## src/rtl/adc_cmd_arbiter_if.sv

```systemverilog
// adc_cmd_arbiter_if
//   Bundles the requester-side and ADC-side signals of adc_cmd_arbiter.
//
//   Handshake semantics, used identically on every channel below:
//     a transfer happens on a rising CLK edge where the producer's valid
//     and the consumer's ready are both high. A producer holds valid and
//     its payload (channel, SOP/EOP) stable until that edge. Strobes
//     without a ready partner (rsp_valid, rsp_err, ADC_R_Valid) are
//     single-cycle and are consumed unconditionally.
//
//   Ports (per modport):
//     slave  - the arbiter: consumes req_*/ADC_R_*/ADC_C_Ready and
//              produces req_ready, rsp_*, ADC_C_*.
//     master - the environment (requesters + ADC): the mirror image.
interface adc_cmd_arbiter_if #(
    parameter int N_REQ = 4
);
    logic [N_REQ-1:0]   req_valid;
    logic [5*N_REQ-1:0] req_channel;
    logic [N_REQ-1:0]   req_ready;
    logic [N_REQ-1:0]   rsp_valid;
    logic [N_REQ-1:0]   rsp_err;
    logic [11:0]        rsp_data;

    logic               ADC_C_Valid;
    logic               ADC_C_SOP;
    logic               ADC_C_EOP;
    logic [4:0]         ADC_C_Channel;
    logic               ADC_C_Ready;

    logic               ADC_R_Valid;
    logic               ADC_R_SOP;
    logic               ADC_R_EOP;
    logic [4:0]         ADC_R_Channel;
    logic [11:0]        ADC_R_Data;

    modport slave (
        input  req_valid, req_channel, ADC_C_Ready,
        input  ADC_R_Valid, ADC_R_SOP, ADC_R_EOP, ADC_R_Channel, ADC_R_Data,
        output req_ready, rsp_valid, rsp_err, rsp_data,
        output ADC_C_Valid, ADC_C_SOP, ADC_C_EOP, ADC_C_Channel
    );

    modport master (
        output req_valid, req_channel, ADC_C_Ready,
        output ADC_R_Valid, ADC_R_SOP, ADC_R_EOP, ADC_R_Channel, ADC_R_Data,
        input  req_ready, rsp_valid, rsp_err, rsp_data,
        input  ADC_C_Valid, ADC_C_SOP, ADC_C_EOP, ADC_C_Channel
    );
endinterface

```

## src/rtl/adc_cmd_arbiter.sv

```systemverilog
// adc_cmd_arbiter
//   Round-robin arbiter granting N_REQ requesters access to a single ADC.
//   One conversion is outstanding at a time: IDLE picks a winner, CMD
//   issues a single-beat command, WAIT looks for the response on the
//   latched channel (with a timeout), RESP returns the result or error.
//
//   Ports:
//     CLK       - system clock, rising edge
//     RESETn    - asynchronous active-low reset
//     bus       - adc_cmd_arbiter_if.slave (requests, responses, ADC streams)
//     busy      - high whenever the FSM is not IDLE
//     owner     - index of the current or last granted requester
//     state_dbg - raw FSM state for observation
module adc_cmd_arbiter #(
    parameter int N_REQ   = 4,
    parameter int TIMEOUT = 1023
) (
    input  logic                    CLK,
    input  logic                    RESETn,
    adc_cmd_arbiter_if.slave        bus,
    output logic                    busy,
    output logic [2:0]              owner,
    output logic [1:0]              state_dbg
);

    typedef enum logic [1:0] {IDLE, CMD, WAIT, RESP} state_t;

    localparam int                CNT_W    = (TIMEOUT > 2) ? $clog2(TIMEOUT) : 1;
    localparam logic [CNT_W-1:0]  CNT_LAST = CNT_W'(TIMEOUT - 1);
    localparam logic [N_REQ-1:0]  ONE      = N_REQ'(1);

    state_t             state, state_n;
    logic [2:0]         last_grant;
    logic [2:0]         owner_q;
    logic [4:0]         chan_q;
    logic [11:0]        data_q;
    logic [CNT_W-1:0]   cnt;
    logic               err_q;

    logic               any_req;
    logic               above_found;
    logic [2:0]         lo_idx;
    logic [2:0]         hi_idx;
    logic [2:0]         winner;
    logic [4:0]         win_chan;
    logic               rsp_match;
    logic [N_REQ-1:0]   owner_oh;
    logic               unused_rsp_framing;

    // Round robin: the lowest requesting index above last_grant wins;
    // if none is above, wrap to the lowest requesting index overall.
    // The descending loop leaves the lowest matching index in each slot.
    always_comb begin
        any_req     = 1'b0;
        above_found = 1'b0;
        lo_idx      = '0;
        hi_idx      = '0;
        win_chan    = '0;
        for (int i = N_REQ - 1; i >= 0; i--) begin
            if (bus.req_valid[i]) begin
                any_req = 1'b1;
                lo_idx  = 3'(i);
                if (3'(i) > last_grant) begin
                    above_found = 1'b1;
                    hi_idx      = 3'(i);
                end
            end
        end
        winner = above_found ? hi_idx : lo_idx;
        for (int i = 0; i < N_REQ; i++) begin
            if (3'(i) == winner) begin
                win_chan = bus.req_channel[5*i +: 5];
            end
        end
    end

    assign rsp_match = bus.ADC_R_Valid && (bus.ADC_R_Channel == chan_q);

    // Next-state logic. In WAIT a matching response is checked before the
    // timeout so that a response on the last counted cycle still wins.
    always_comb begin
        state_n = state;
        case (state)
            IDLE:    if (any_req)         state_n = CMD;
            CMD:     if (bus.ADC_C_Ready) state_n = WAIT;
            WAIT:    if (rsp_match || (cnt == CNT_LAST)) state_n = RESP;
            RESP:    state_n = IDLE;
            default: state_n = IDLE;
        endcase
    end

    always_ff @(posedge CLK or negedge RESETn) begin
        if (!RESETn) begin
            state      <= IDLE;
            last_grant <= 3'(N_REQ - 1);
            owner_q    <= '0;
            chan_q     <= '0;
            data_q     <= '0;
            cnt        <= '0;
            err_q      <= 1'b0;
        end else begin
            state <= state_n;
            case (state)
                IDLE: begin
                    if (any_req) begin
                        owner_q    <= winner;
                        last_grant <= winner;
                        chan_q     <= win_chan;
                    end
                end
                CMD: begin
                    cnt <= '0;
                end
                WAIT: begin
                    if (rsp_match) begin
                        data_q <= bus.ADC_R_Data;
                        err_q  <= 1'b0;
                    end else if (cnt == CNT_LAST) begin
                        data_q <= '0;
                        err_q  <= 1'b1;
                    end else begin
                        cnt <= cnt + CNT_W'(1);
                    end
                end
                RESP: begin
                    cnt <= '0;
                end
                default: ;
            endcase
        end
    end

    assign owner_oh = ONE << owner_q;

    // req_ready is combinational so the accept strobe lands in the same
    // IDLE cycle as selection; gating with RESETn keeps it low in reset.
    assign bus.req_ready     = (state == IDLE && any_req && RESETn) ? (ONE << winner) : '0;
    assign bus.rsp_valid     = (state == RESP && !err_q) ? owner_oh : '0;
    assign bus.rsp_err       = (state == RESP &&  err_q) ? owner_oh : '0;
    assign bus.rsp_data      = data_q;

    assign bus.ADC_C_Valid   = (state == CMD);
    assign bus.ADC_C_SOP     = (state == CMD);
    assign bus.ADC_C_EOP     = (state == CMD);
    assign bus.ADC_C_Channel = (state == CMD) ? chan_q : '0;

    assign busy      = (state != IDLE);
    assign owner     = owner_q;
    assign state_dbg = state;

    // Responses are always single-beat; the framing bits carry no information.
    assign unused_rsp_framing = bus.ADC_R_SOP ^ bus.ADC_R_EOP;

endmodule

```

## src/flat_wrapper.sv

```systemverilog
// flat-port wrapper written by rule: the top's interface ports become plain ports
module adc_cmd_arbiter_flat 
#(
    parameter int N_REQ   = 4,
    parameter int TIMEOUT = 1023
)
  (CLK, RESETn, busy, owner, state_dbg, bus_req_valid, bus_req_channel, bus_ADC_C_Ready, bus_ADC_R_Valid, bus_ADC_R_SOP, bus_ADC_R_EOP, bus_ADC_R_Channel, bus_ADC_R_Data, bus_req_ready, bus_rsp_valid, bus_rsp_err, bus_rsp_data, bus_ADC_C_Valid, bus_ADC_C_SOP, bus_ADC_C_EOP, bus_ADC_C_Channel);
  adc_cmd_arbiter_if #(.N_REQ(N_REQ)) bus_i ();
  input  logic CLK;
  input  logic RESETn;
  output logic busy;
  output logic [2:0] owner;
  output logic [1:0] state_dbg;
  input wire logic [$bits(bus_i.req_valid)-1:0] bus_req_valid;
  input wire logic [$bits(bus_i.req_channel)-1:0] bus_req_channel;
  input wire logic [$bits(bus_i.ADC_C_Ready)-1:0] bus_ADC_C_Ready;
  input wire logic [$bits(bus_i.ADC_R_Valid)-1:0] bus_ADC_R_Valid;
  input wire logic [$bits(bus_i.ADC_R_SOP)-1:0] bus_ADC_R_SOP;
  input wire logic [$bits(bus_i.ADC_R_EOP)-1:0] bus_ADC_R_EOP;
  input wire logic [$bits(bus_i.ADC_R_Channel)-1:0] bus_ADC_R_Channel;
  input wire logic [$bits(bus_i.ADC_R_Data)-1:0] bus_ADC_R_Data;
  output wire logic [$bits(bus_i.req_ready)-1:0] bus_req_ready;
  output wire logic [$bits(bus_i.rsp_valid)-1:0] bus_rsp_valid;
  output wire logic [$bits(bus_i.rsp_err)-1:0] bus_rsp_err;
  output wire logic [$bits(bus_i.rsp_data)-1:0] bus_rsp_data;
  output wire logic [$bits(bus_i.ADC_C_Valid)-1:0] bus_ADC_C_Valid;
  output wire logic [$bits(bus_i.ADC_C_SOP)-1:0] bus_ADC_C_SOP;
  output wire logic [$bits(bus_i.ADC_C_EOP)-1:0] bus_ADC_C_EOP;
  output wire logic [$bits(bus_i.ADC_C_Channel)-1:0] bus_ADC_C_Channel;
  assign bus_i.req_valid = bus_req_valid;
  assign bus_i.req_channel = bus_req_channel;
  assign bus_i.ADC_C_Ready = bus_ADC_C_Ready;
  assign bus_i.ADC_R_Valid = bus_ADC_R_Valid;
  assign bus_i.ADC_R_SOP = bus_ADC_R_SOP;
  assign bus_i.ADC_R_EOP = bus_ADC_R_EOP;
  assign bus_i.ADC_R_Channel = bus_ADC_R_Channel;
  assign bus_i.ADC_R_Data = bus_ADC_R_Data;
  assign bus_req_ready = bus_i.req_ready;
  assign bus_rsp_valid = bus_i.rsp_valid;
  assign bus_rsp_err = bus_i.rsp_err;
  assign bus_rsp_data = bus_i.rsp_data;
  assign bus_ADC_C_Valid = bus_i.ADC_C_Valid;
  assign bus_ADC_C_SOP = bus_i.ADC_C_SOP;
  assign bus_ADC_C_EOP = bus_i.ADC_C_EOP;
  assign bus_ADC_C_Channel = bus_i.ADC_C_Channel;
  adc_cmd_arbiter #(.N_REQ(N_REQ), .TIMEOUT(TIMEOUT)) u_core (.CLK(CLK), .RESETn(RESETn), .bus(bus_i), .busy(busy), .owner(owner), .state_dbg(state_dbg));
endmodule
```

## config.mk

```make
export PLATFORM = sky130hd
export DESIGN_NAME = adc_cmd_arbiter_flat
export DESIGN_NICKNAME = d
export VERILOG_FILES = /design/src/rtl/adc_cmd_arbiter_if.sv /design/src/rtl/adc_cmd_arbiter.sv /design/src/flat_wrapper.sv
export SDC_FILE = /design/constraint.sdc
export NUM_CORES = 1
export LEC_CHECK = 0
export ABC_AREA = 1
export BUFFER_PORTS_ARGS = -buffer_cell sky130_fd_sc_hd__buf_2
export CORE_UTILIZATION = 44
export DETAILED_ROUTE_END_ITERATION = 10
export PLACE_DENSITY_LB_ADDON = 0.15
export SLEW_MARGIN = 20
export SYNTH_ARGS = -nofsm -noshare
export SYNTH_HDL_FRONTEND = slang
export SYNTH_SLANG_ARGS = --single-unit
export TNS_END_PERCENT = 100
```

## constraint.sdc

```tcl
create_clock -name CLK -period 1.4 [get_ports CLK]
set_clock_uncertainty 0.05 [all_clocks]
set_input_delay 0.14 -clock CLK [delete_from_list [all_inputs] [get_ports CLK]]
set_output_delay 0.14 -clock CLK [all_outputs]
set_load 0.03 [all_outputs]
```

==> results by stage, run 1 <==
Clock tree:
- The insertion delay of the later-clocked pin in the worst-skew pair is 310 ps.
- The clock slew at the register clock pins of the worst setup and hold paths is about 80 ps.
- TritonCTS created 5 clock buffers.
- The clock tree from TritonCTS is done.
- The library cell used as clock root buffer is clkbuf_8.
- Counting every sink on the clock net gives 34.
- The H-tree depth is 2.
- The clock passes through at most 2 buffers.

Pwr:
- Across the VDD grid, the largest voltage drop is about 1.4 mV.
- The internal power component is approximately 0.0046 W.
- In this run, the combinational gates consume just over 70% of the power.
- The sequential share of power is around a fifth.
- Per report_power, the clock group accounts for 10.6% of the total.
- The switching portion of total power is about half.
- The power dissipated by switching net loads is ~0.0044 W.
- The leakage power summed over all cells is 2.17 nW.
- In this run the power density over the cells is about 2100 mW/mm2.

Status:
- The final reports fail on negative setup slack.
- The flow ran to the end, but the final reports show violations.

Logic synthesis:
- The number of nets in the synthesized netlist is 330.
- The synthesized design contains 34 register bits.
- The count of different cell masters after synthesis is 32.
- The cell count after synthesis is 276.
- The post-synthesis instance area is 0.00218 mm2.
- The number of warnings reported in the yosys synthesis log is 0.
- Each instance of the synthesized netlist takes up on average between 7 and 8 um2.
- Sequential elements use between 30% and 40% of the synthesized area.

Place:
- Routability-driven placement finished with a final weighted congestion of ~0.77.
- After legalization and detailed placement, the total HPWL measured 4090 um.
- The quantity of I/O buffers inserted on ports is 81.
- The setup slack after placement is -199 ps.

GRT:
- Entering global routing, the biggest net connects 35 pins.
- For this run the aggregate overflow at the end of global routing stands at 0.
- The global-route usage over all layers is between 30% and 40%.
- The initial antenna violation count is 0.
- The number of global-route vias before repair came to approximately 2.6k.
- The first global-routing pass estimated around 12000 um of wire.

Detailed routing:
- Summed over all layers, the routed wires come to just over 9000 um.
- The first TritonRoute pass finished after 5 iterations.
- The final routed DRC violation total is 0.
- The DRC violation total after the first TritonRoute iteration is around 220.
- The total via count after detailed routing is approximately 2.7k.
- The average wire per cell in the routed design is between 15 and 20 um.
- The detail route stage leaves a number of antenna-violating nets equal to 0.
- The detailed-route vias per instance is between 5 and 6.

Setup path:
- The start-to-end type of the worst setup path is reg -> out.
- The worst register-to-register path begins at u_core.last_grant[1]$_DFFE_PN1P_.
- The data arrival time of the critical path is around 1700 ps.
- Along the worst path, the maximum fanout reaches 5.
- STA classifies the critical path startpoint as a flip-flop.
- The origin of the worst setup path is u_core.last_grant[1]$_DFFE_PN1P_.
- The worst endpoint required time is about 1200 ps.
- Counting cells, the worst reg-to-reg path comes to 12.
- In this run the register-to-register setup slack is -390 ps.
- The worst setup path is captured at a primary output.
- In this run the critical register-to-register path is captured at u_core.chan_q[1]$_DFFE_PN0P_.
- The most critical setup path has its endpoint at bus_req_ready[2].

Floorplanning:
- The core outline area is 0.00475 mm2.
- After floorplanning, the core was divided into 25 placement rows.
- From bottom edge to top edge, the die measures between 70 and 80 um.
- In this run the horizontal extent of the chip is about 72 um.
- 85 I/O pins were placed.
- The overall die area is approximately 0.0052 mm2.
- The initial standard-cell utilization of the core is between 40% and 50%.

Timing:
- For the finished layout, the period the worst path requires is ~1900 ps.
- Dividing the final minimum period by the clock period gives 133%.
- The final hold violation count was 0.
- Setup repair after global routing could not meet its margin everywhere.
- Based on the critical path, the design can be clocked at up to between 500 and 600 MHz.
- The tightest hold margin is ~13 ps.
- In the post-route analysis, the smallest setup slack over all paths is -457 ps.
- The final number of setup-violating endpoints is between 50 and 60.
- The final count of pins violating max slew came to 0.

Finish:
- From synthesis to final layout, the design area changed by 95.1%.
- 0 antenna diodes ended up in the layout.
- The fill cell instance count of the final layout is approximately 200.
- The library cell used most frequently in the layout, excluding fill and tap cells, is buf_2.
- Of the cells placed in the final design, the portion with a size suffix greater than 1 is 65.5%.
- After the last flow step, the layout net total stands at a little under 500.
- In the layout the commonest cells are buf_2 (60), buf_4 (45), buf_6 (41), nand2_1 (39), dfrtp_1 (28).

Worst hold path:
- The class of the tightest hold or removal check is in -> reg.

Run:
- The number of max-cap violations is 0.
==> power groups by stage <==
stage | Sequential [W] | Combinational (W) | Clock [W]
after floorplan | 0.00205 | 0.00228 | 0
after global placement | 0.00170 | 0.00374 | 0
after detailed placement | 0.00171 | 0.00380 | 0
after CTS | 0.00162 | 0.00544 | 0.000935
after global routing | 0.00172 | 0.00667 | 0.000987
final | 0.00169 | 0.00638 | 0.000960
==> metrics by stage <==
step	instance area, um2	std cells	TNS [ps]	utilization [%]	total power [W]
finish	4250	502	-14540	89.5	0.00904
global route	4250	502	-16940	89.5	0.00938
CTS	4010	498	-10340	84.3	0.00799
detailed placement	3170	457	-5580	66.7	0.00550
global placement	3170	457	-3660	66.7	0.00544
floorplan	2390	276	-2890	-	0.00433
==> state kept, by name, summed over array words and instances (netlist names) <==
register,count
u_core.bus.rsp_data,12
u_core.last_grant,2
u_core.owner,2
u_core.err_q,1
u_core.chan_q,5
u_core.state_dbg,2
u_core.cnt,10
==> worst max-delay path: stages (launching register included) <==
cell and delay, ps:
dfstp_2 570, nand2_2 80, nand2_4 110, nand2_4 60, nand2_4 110, nand2_8 80
nor3_4 190, buf_6 150
==> synthesized netlist by cell type <==
cell type	count	area, um2
buf_6	4	45.0
nor3b_2	2	25.0
nand2_1	69	259
a21oi_1	2	10.0
o22ai_1	1	6.26
nand4_1	7	43.8
or2_1	3	18.8
dfrtp_1	32	801
conb_1	1	3.75
or2_2	4	25.0
inv_2	1	3.75
nand2_2	4	25.0
o21ai_0	5	25.0
a22o_1	10	87.6
ha_1	7	87.6
nor3_1	10	50.1
nand2_4	3	33.8
nand3_2	1	10.0
o21ai_2	11	96.3
xor2_1	9	78.8
nor2_1	34	128
o21ai_1	1	5.00
a22o_2	2	20.0
buf_4	3	22.5
inv_1	28	105
or2_0	1	6.26
nor2_2	1	6.26
nor2_4	1	11.3
nand3_1	14	70.1
dfstp_2	2	52.6
xnor2_1	1	8.76
buf_2	2	10.0
==> layout make-up <==
| cell class | count | area [um2] | area share (%) |
|---|---|---|---|
| Clock buffer | 5 | 68.8 | 1.62 |
| Clock inverter | 3 | 45.0 | 1.06 |
| Inverter | 29 | 131 | 3.09 |
| Multi-Input combinational cell | 207 | 1760 | 41.5 |
| Sequential cell | 34 | 858 | 20.2 |
| Tap cell | 67 | 83.8 | 1.97 |
| Timing Repair Buffer | 157 | 1300 | 30.6 |
==> per-layer routing <==
metal  vias to the layer above  global-route usage [%]  share of wire, %
li1                       1206                       -                 -
met1                      1278                    31.9                35
met2                       152                    55.9                53
met3                        48                    6.11               6.1
met4                         0                    16.6               5.5
met5                         -                       0                 0
==> kinds of logic (layout without fill, tap and decap cells) <==
kind of cell | after synthesis | count (layout) | synth area share [%]
compound gates | 32 | 32 | 11.5
xor+xnor | 10 | 10 | 4.02
fa+ha+maj | 7 | 7 | 4.02
buf+inv | 38 | 194 | 8.55
flops | 34 | 34 | 39.1
other cells | 1 | 1 | 0.172
simple gates | 154 | 157 | 32.6
==> how the worst min path moves through the flow <==
stage	from	cells past startpoint	slack [ps]	to
2_1_floorplan	RESETn	0	-210	u_core.bus.rsp_data[0]$_DFFE_PN0P_
3_3_place_gp	RESETn	2	260	u_core.cnt[6]$_DFFE_PN0P_
3_5_place_dp	RESETn	2	260	u_core.cnt[5]$_DFFE_PN0P_
4_1_cts	bus_ADC_R_Data[3]	2	20	u_core.bus.rsp_data[3]$_DFFE_PN0P_
5_1_grt	bus_ADC_R_Data[11]	2	8	u_core.bus.rsp_data[11]$_DFFE_PN0P_
6_report	bus_ADC_R_Data[3]	2	10	u_core.bus.rsp_data[3]$_DFFE_PN0P_
==> what timing repair did <==
item / 4_1_cts / 5_1_grt
resized for setup: 120 / 57
cloned: 4 / 0
hold buffers: 1 / 0
endpoints found under the setup margin: 52 / 55
setup buffers: 29 / 5
hold endpoints to repair: 32 / 0
pin swaps: 44 / 19
No activity file was read; power rests on OpenSTA's default activity.
==> inputs of run 2 (changes only) <==
CELL_PAD_IN_SITES_DETAIL_PLACEMENT = 1   (was unset)
CELL_PAD_IN_SITES_GLOBAL_PLACEMENT = 2   (was unset)
CORE_UTILIZATION = 24   (was 44)
==> run 2 against run 1 <==
  * The flow still finishes with violations (negative setup slack)
  * Count of clock-buffer cells in the layout rose by 1
  * Combinational power fell by 8.5%
  * Sequential power barely moved
  * Setup slack improved by 90 ps
  * Wire length fell by 18%
  * Flip-flop and latch count did not move
  * Register-to-register slack improved by 90 ps
  * Critical endpoint is now bus_req_ready[0]
  * Largest power group unchanged
  * Highest routed layer unchanged
==> results by stage, run 2 (synthesis results as in run 1) <==
Status:
- The run finished, with violations left.
- The final reports fail on negative setup slack.

Setup path:
- The signal on the critical path passes through nand2_2 -> nand2_4 -> nand3_4 -> buf_12 -> nor3_4 -> buf_6.
- The worst endpoint required time is 1210 ps (about the same).
- The capturing point of the worst reg2reg path is u_core.chan_q[2]$_DFFE_PN0P_.
- STA classifies the critical path endpoint as a primary output.
- The data arrival time of the critical path is 1580 ps (-90 ps).
- The cell depth of the worst flop-to-flop path is 11 (-1).
- The slowest stage of the critical path belongs to the cell dfstp_2.
- The start-to-end type of the worst setup path is reg -> out.
- The startpoint type of the worst setup path is a flip-flop.
- The highest net fanout along the worst path came to 3 (-2).
- The critical path's largest stage delay is 560 ps (about the same).
- The beginning of the worst register-to-register path is u_core.last_grant[1]$_DFFE_PN1P_.
- The reg2reg setup slack is -300 ps (+90 ps).

Worst hold path:
- The count of cells along the worst hold path is 2 (unchanged).
- The path with the worst hold slack has its endpoint at u_core.bus.rsp_data[1]$_DFFE_PN0P_.
- The launch point of the worst hold path is bus_ADC_R_Data[1].
- The tightest min-delay check is of the in -> reg type.

Clock tree:
- The total clock sinks was 34 (unchanged).
- TritonCTS built the clock tree.
- The worst-case clock buffer depth was 2 (unchanged).
- The clock slew at the register clock pins of the worst setup and hold paths was 80 ps (about the same).
- The H-tree depth was 2 (unchanged).
- The insertion delay of the later-clocked pin in the worst-skew pair came to 290 ps (-20 ps).
- The root buffer cell chosen for the clock tree is clkbuf_8.
- The number of buffers created by CTS is 5 (unchanged).

Finish:
- The area added between synthesis and finish is 94.0%.
- The flip-flop count of the largest register after layout is 12 (unchanged).
- The fill cell instance count of the final layout is 1025 (+400%).
- The total number of nets in the final design was 492 (+0.82%).
- The fraction of layout cells with a size suffix above 1 was 65.1% (-0.37 points).
- The share of the core filled with cells is 48.3% (-41 points).
- The total inserted antenna cells is 0 (unchanged).
- The most common cell after layout, fill and taps aside is buf_2.
- The top cell types in the final layout, fill and taps aside, are buf_2 (59), buf_4 (57), nand2_1 (41), buf_6 (35), dfrtp_1 (28).

Detailed routing:
- The total via count after detailed routing came to 2425 (-9.6%).
- The final routed DRC violation total came to 0 (unchanged).
- The detailed-route vias per instance came to 4.43 (-17%).
- The remaining antenna violation count came to 0 (unchanged).
- The total wirelength of the detailed-routed design is 7670 um (-18%).
- The average wire per cell in the routed design is 14.0 um (-25%).
- The DRC violation total after the first TritonRoute iteration is 33 (-85%).
- The number of detailed-route iterations in the first pass is 4 (-1).

GRT:
- The global-route usage over all layers came to 17.0% (-13 points).
- The first-pass GRT wire length is 13000 um (+7.7%).
- The pin count of the biggest net entering global routing is 35 (unchanged).
- The number of global-route vias before repair is 2675 (+1.3%).
- The leftover overflow at the end of global routing was 0 (unchanged).
- The initial antenna violation count is 0 (unchanged).

Timing:
- The least setup slack across all paths after layout is -367 ps (+89.6 ps).
- The final count of pins violating max slew came to 0 (unchanged).
- The final number of setup-violating endpoints is 52 (-3.7%).
- Setup repair after global routing could not meet its margin everywhere.
- The peak clock frequency supported by timing is 566 MHz (+5.1%).
- The share of the cycle needed by the critical path after routing is 126% (-6.4 points).
- The minimum period implied by the final worst setup slack is 1770 ps (-89.6 ps).
- The final-layout setup total negative slack is -11140 ps (+3410 ps).
- The final hold violation count is 0 (unchanged).

Floorplanning:
- The number of placement rows was 34 (+36%).
- The I/O pin count is 85 (unchanged).
- The initial standard-cell utilization of the core is 24.9% (-21 points).
- The overall die area is 0.00947 mm2 (+81%).
- The die span in x is 97.3 um (+34%).
- The core outline area is 0.00876 mm2 (+84%).
- The die boundary height was 97.3 um (+34%).

Pwr:
- The leakage power summed over all cells is 2.14 nW (-1.7%).
- The total power per unit cell area is 1960 mW/mm2 (-7.7%).
- The maximum vdd drop is 0.840 mV (-40%).
- The overall power consumption was 0.00829 W (-8.2%).

Place:
- The quantity of I/O buffers inserted on ports came to 81 (unchanged).
- The half-perimeter wire length of the detailed placement result is 5310 um (+30%).
- The routability congestion estimate is 0.773 (+0.91%).

Run:
- The number of max-cap violations came to 0 (unchanged).
## run 2: changes by cell type in the layout (fill, tap and decap cells not counted), moves of 2 or more
cell     previous run  this run
nand2_1            39        41
nor2_1             26        24
nor2_2              4         7
buf_6              41        35
buf_12              6         4
nand2_2             9        12
o21ai_0             1         3
buf_4              45        57
nand2_4            23        18
## run 2: how the worst max path moves through the flow
stage / to / startpoint / slack (ps)
2_1_floorplan: bus_req_ready[0] / u_core.last_grant[1]$_DFFE_PN1P_ / -160
3_3_place_gp: u_core.chan_q[2]$_DFFE_PN0P_ / u_core.last_grant[1]$_DFFE_PN1P_ / -220
3_5_place_dp: u_core.chan_q[2]$_DFFE_PN0P_ / u_core.last_grant[1]$_DFFE_PN1P_ / -220
4_1_cts: bus_req_ready[0] / u_core.last_grant[1]$_DFFE_PN1P_ / -390
5_1_grt: bus_req_ready[0] / u_core.last_grant[0]$_DFFE_PN1P_ / -450
6_report: bus_req_ready[0] / u_core.last_grant[1]$_DFFE_PN1P_ / -370
## run 2: per-layer routing
layer  GRT usage [%]  share of wire, %  vias to the layer above  wire length [um]
li1                -                 -                     1218                 -
met1            19.2                41                     1143              3110
met2            32.6                54                       56              4140
met3            3.02               4.2                        8               321
met4            4.64               1.3                        0                99
met5               0                 0                        -                 0
## run 2: cell type report
cell class / instances / area [um2] / area share, %
inverter: 29 / 131 / 3.11
sequential: 34 / 858 / 20.3
tap: 108 / 135 / 3.19
clock buffer: 6 / 82.6 / 1.95
timing repair buffer: 161 / 1290 / 30.6
multi-input combinational: 207 / 1720 / 40.6
clock inverter: 2 / 12.5 / 0.296
## run 2: power breakdown
part           total, W  switching [W]  internal [W]
Sequential      0.00167       0.000308       0.00136
Clock          0.000777       0.000381      0.000396
Combinational   0.00584        0.00323       0.00261
## run 2: repair_timing
item | in CTS | in global routing
endpoints found under the setup margin | 53 | 55
hold buffers | 1 | 0
resized for setup | 113 | 55
pin swaps | 43 | 27
hold endpoints to repair | 32 | 0
gates cloned | 4 | 0
setup buffers | 31 | 7
## run 2: per-stage QoR
step	instances	instance area, um2	hold WS [ps]	setup slack, ps
after floorplan	276	2390	-206	-155
after global placement	506	3240	280	-223
after detailed placement	506	3240	288	-220
after CTS	548	4050	21.8	-391
after global routing	547	4230	21.1	-451
final	547	4230	32.0	-367
## run 2: worst max-delay path: cells and delay by family, from the launching register on
kind / cells / cell delay, ps
and+or+nand+nor: 4 / 430
buffers and inverters: 2 / 300
DFF: 1 / 560
==> inputs of run 3 (changes only) <==
CORE_UTILIZATION = 29   (was 24)
clock period = 2.1 ns   (was 1.4 ns; I/O delays follow)
==> run 3 against run 2 <==
  * The flow now finishes without violations
  * Die area is 17% lower
  * Combinational power is 66% lower
  * Clock power is 5.4% lower
  * Final area is 33% lower
  * Setup slack better by 460 ps
  * Sequential power is 35% lower
  * Critical path depth is 1 higher
  * Flip-flop and latch count stayed put
  * Largest power group unchanged
==> results by stage, run 3 (synthesis results as in run 1) <==
Status:
- The flow ran to the end, and the final reports show no timing, DRC or antenna violations.

Floorplanning:
- The core outline area was 0.00725 mm2 (-17%).
- The number of placement rows is 31 (-8.8%).
- The die span in x was 88.7 um (-8.8%).
- The overall die area came to 0.00787 mm2 (-17%).
- The initial standard-cell utilization of the core is 30.1% (+5.2 points).
- The die boundary height is 88.7 um (-8.8%).
- The I/O pin count is 85 (unchanged).

Clock tree:
- TritonCTS built the clock tree.
- The clock slew at the register clock pins of the worst setup and hold paths came to 80 ps (about the same).
- The total clock sinks is 34 (unchanged).
- The cell sitting at the root of the clock tree is a clkbuf_8.
- The worst-case clock buffer depth is 2 (unchanged).
- The H-tree depth is 2 (unchanged).
- The insertion delay of the later-clocked pin in the worst-skew pair is 280 ps (about the same).
- The number of buffers created by CTS is 5 (unchanged).

Place:
- The routability congestion estimate is 0.686 (-11%).
- The half-perimeter wire length of the detailed placement result is 4390 um (-17%).
- The setup slack after placement is 296 ps (+516 ps).
- The quantity of I/O buffers inserted on ports is 81 (unchanged).

Finish:
- The flip-flop count of the largest register after layout is 12 (unchanged).
- The total number of nets in the final design is 414 (-16%).
- The library cell used most frequently in the layout, excluding fill and tap cells, is buf_2.
- The area added between synthesis and finish is 30.4%.
- The share of the core filled with cells is 39.2% (-9.1 points).
- The total inserted antenna cells came to 0 (unchanged).
- The fill cell instance count of the final layout is 939 (-8.4%).
- In the layout the commonest cells are buf_2 (79), nand2_1 (66), nor2_1 (34), dfrtp_1 (31), inv_1 (28).
- The fraction of layout cells with a size suffix above 1 was 36.3% (-29 points).

Timing:
- The final number of setup-violating endpoints is 0 (-100%).
- The peak clock frequency supported by timing is 498 MHz.
- The final count of pins violating max slew came to 0 (unchanged).
- The share of the cycle needed by the critical path after routing is between 90 and 100%.
- The final hold violation count is 0 (unchanged).
- The least setup slack across all paths after layout is 91.4 ps (+458 ps).
- The minimum period implied by the final worst setup slack is ~2000 ps.

Setup path:
- The cell depth of the worst flop-to-flop path is 6 (-5).
- The startpoint type of the worst setup path is a flip-flop.
- The highest net fanout along the worst path is 7 (+4).
- The start-to-end type of the worst setup path is reg -> out.
- The reg2reg setup slack is 320 ps (+620 ps).
- The signal on the critical path passes through nand2_1 -> nand2_1 -> nand3_2 -> nand2_4 -> nand2_1 -> nor2_1 -> buf_2.
- The critical path's largest stage delay is 550 ps (about the same).
- The beginning of the worst register-to-register path is u_core.state_dbg[1]$_DFFE_PN0P_.
- The worst endpoint required time is 1840 ps (+630 ps).
- The most numerous cell type found on the critical path is nand2_1.
- STA classifies the critical path endpoint as a primary output.
- The data arrival time of the critical path is 1750 ps (+170 ps).
- The endpoint identified for the worst register-to-register timing path is u_core.cnt[6]$_DFFE_PN0P_.
- The slowest library cell on the worst path is dfstp_2.

Detailed routing:
- The detailed-route vias per instance is 4.49 (+1.2%).
- The DRC violation total after the first TritonRoute iteration is 28 (-15%).
- The remaining antenna violation count came to 0 (unchanged).
- The average wire per cell in the routed design is 12.3 um (-12%).
- The total via count after detailed routing is 2064 (-15%).
- The number of detailed-route iterations in the first pass is 4 (unchanged).
- The final routed DRC violation total is 0 (unchanged).
- The total wirelength of the detailed-routed design was 5660 um (-26%).

Worst hold path:
- For hold timing, the worst endpoint is u_core.bus.rsp_data[10]$_DFFE_PN0P_.
- The launch point of the worst hold path is bus_ADC_R_Data[10].
- The count of cells along the worst hold path came to 2 (unchanged).
- The class of the tightest hold or removal check is in -> reg.

GRT:
- The leftover overflow at the end of global routing is 0 (unchanged).
- The global-route usage over all layers is 15.3% (-1.7 points).
- The initial antenna violation count is 0 (unchanged).
- The number of global-route vias before repair is 2033 (-24%).
- The pin count of the biggest net entering global routing came to 35 (unchanged).
- The first-pass GRT wire length is 9310 um (-28%).

Pwr:
- The leakage power summed over all cells is 1.52 nW (-29%).
- The total power per unit cell area is 1330 mW/mm2 (-32%).
- The maximum vdd drop is 0.376 mV (-55%).

Run:
- The number of max-cap violations is 0 (unchanged).
[run 3: cell types whose count changed in the layout (fill, tap and decap cells not counted), moves of 8 or more]
cell     change
buf_6       -35
buf_2       +20
nor3_4      -10
inv_2       -11
nand2_8      -8
nor3_1       +8
nand2_1     +25
nor2_1      +10
inv_1       +19
nand2_4     -13
buf_4       -51
[run 3: critical path, delay by kind of cell (launching register included)]
family / cells / cell delay [ps]
buffers and inverters: 1 / 200
and+or+nand+nor: 6 / 720
DFF: 1 / 550
[run 3: worst max path at each step]
stage | endpoint | cells after the start | slack [ps] | start
6_report | bus_req_ready[1] | 7 | 90 | u_core.last_grant[1]$_DFFE_PN1P_
5_1_grt | bus_req_ready[1] | 7 | -20 | u_core.last_grant[1]$_DFFE_PN1P_
4_1_cts | bus_req_ready[3] | 7 | 8 | u_core.last_grant[0]$_DFFE_PN1P_
3_3_place_gp | bus_req_ready[3] | 7 | 310 | u_core.last_grant[0]$_DFFE_PN1P_
3_5_place_dp | u_core.cnt[4]$_DFFE_PN0P_ | 6 | 300 | u_core.state_dbg[1]$_DFFE_PN0P_
2_1_floorplan | bus_req_ready[0] | 6 | 10 | u_core.state_dbg[0]$_DFFE_PN0P_
[run 3: repair_timing]
item                                   CTS  global route
setup endpoints to repair                2             4
endpoints found under the hold margin   16             0
resized for setup                        3             7
setup buffers                            0             2
pin swaps                                0             2
hold buffers                             1             0
[run 3: where the power goes]
group / total (W) / switching, W / internal, W
clock network: 0.000735 / 0.000259 / 0.000476
registers: 0.00109 / 0.000192 / 0.000902
logic: 0.00196 / 0.00132 / 0.000640
total: 0.00379 / 0.00177 / 0.00202
[run 3: cell type report]
cell class                 count  area [um2]  area share, %
sequential                    34         855           30.0
timing repair buffer          86         450           15.8
tap                           99         124           4.36
multi-input combinational    204        1170           41.1
clock inverter                 3        68.8           2.42
clock buffer                   5        68.8           2.42
inverter                      29         109           3.83
[run 3: metal layers]
metal  wire [um]  vias up  GRT usage (%)
li1            -     1052              -
met1        2510      962           18.5
met2        2840       45           26.9
met3         237        5           3.08
met4          78        0           5.72
met5           0        -              0
[run 3: metrics by stage]
| step | setup TNS, ps | total power (W) | area [um2] | hold slack (ps) | std cells |
|---|---|---|---|---|---|
| 4_1_cts | 0 | 0.00382 | 2800 | 92.3 | 458 |
| 5_1_grt | -39.4 | 0.00413 | 2840 | 92.2 | 460 |
| 6_report | 0 | 0.00379 | 2840 | 105 | 460 |
| 3_5_place_dp | 0 | 0.00304 | 2650 | 315 | 449 |
| 3_3_place_gp | 0 | 0.00302 | 2650 | 314 | 449 |
| 2_1_floorplan | 0 | 0.00258 | 2180 | -136 | 276 |
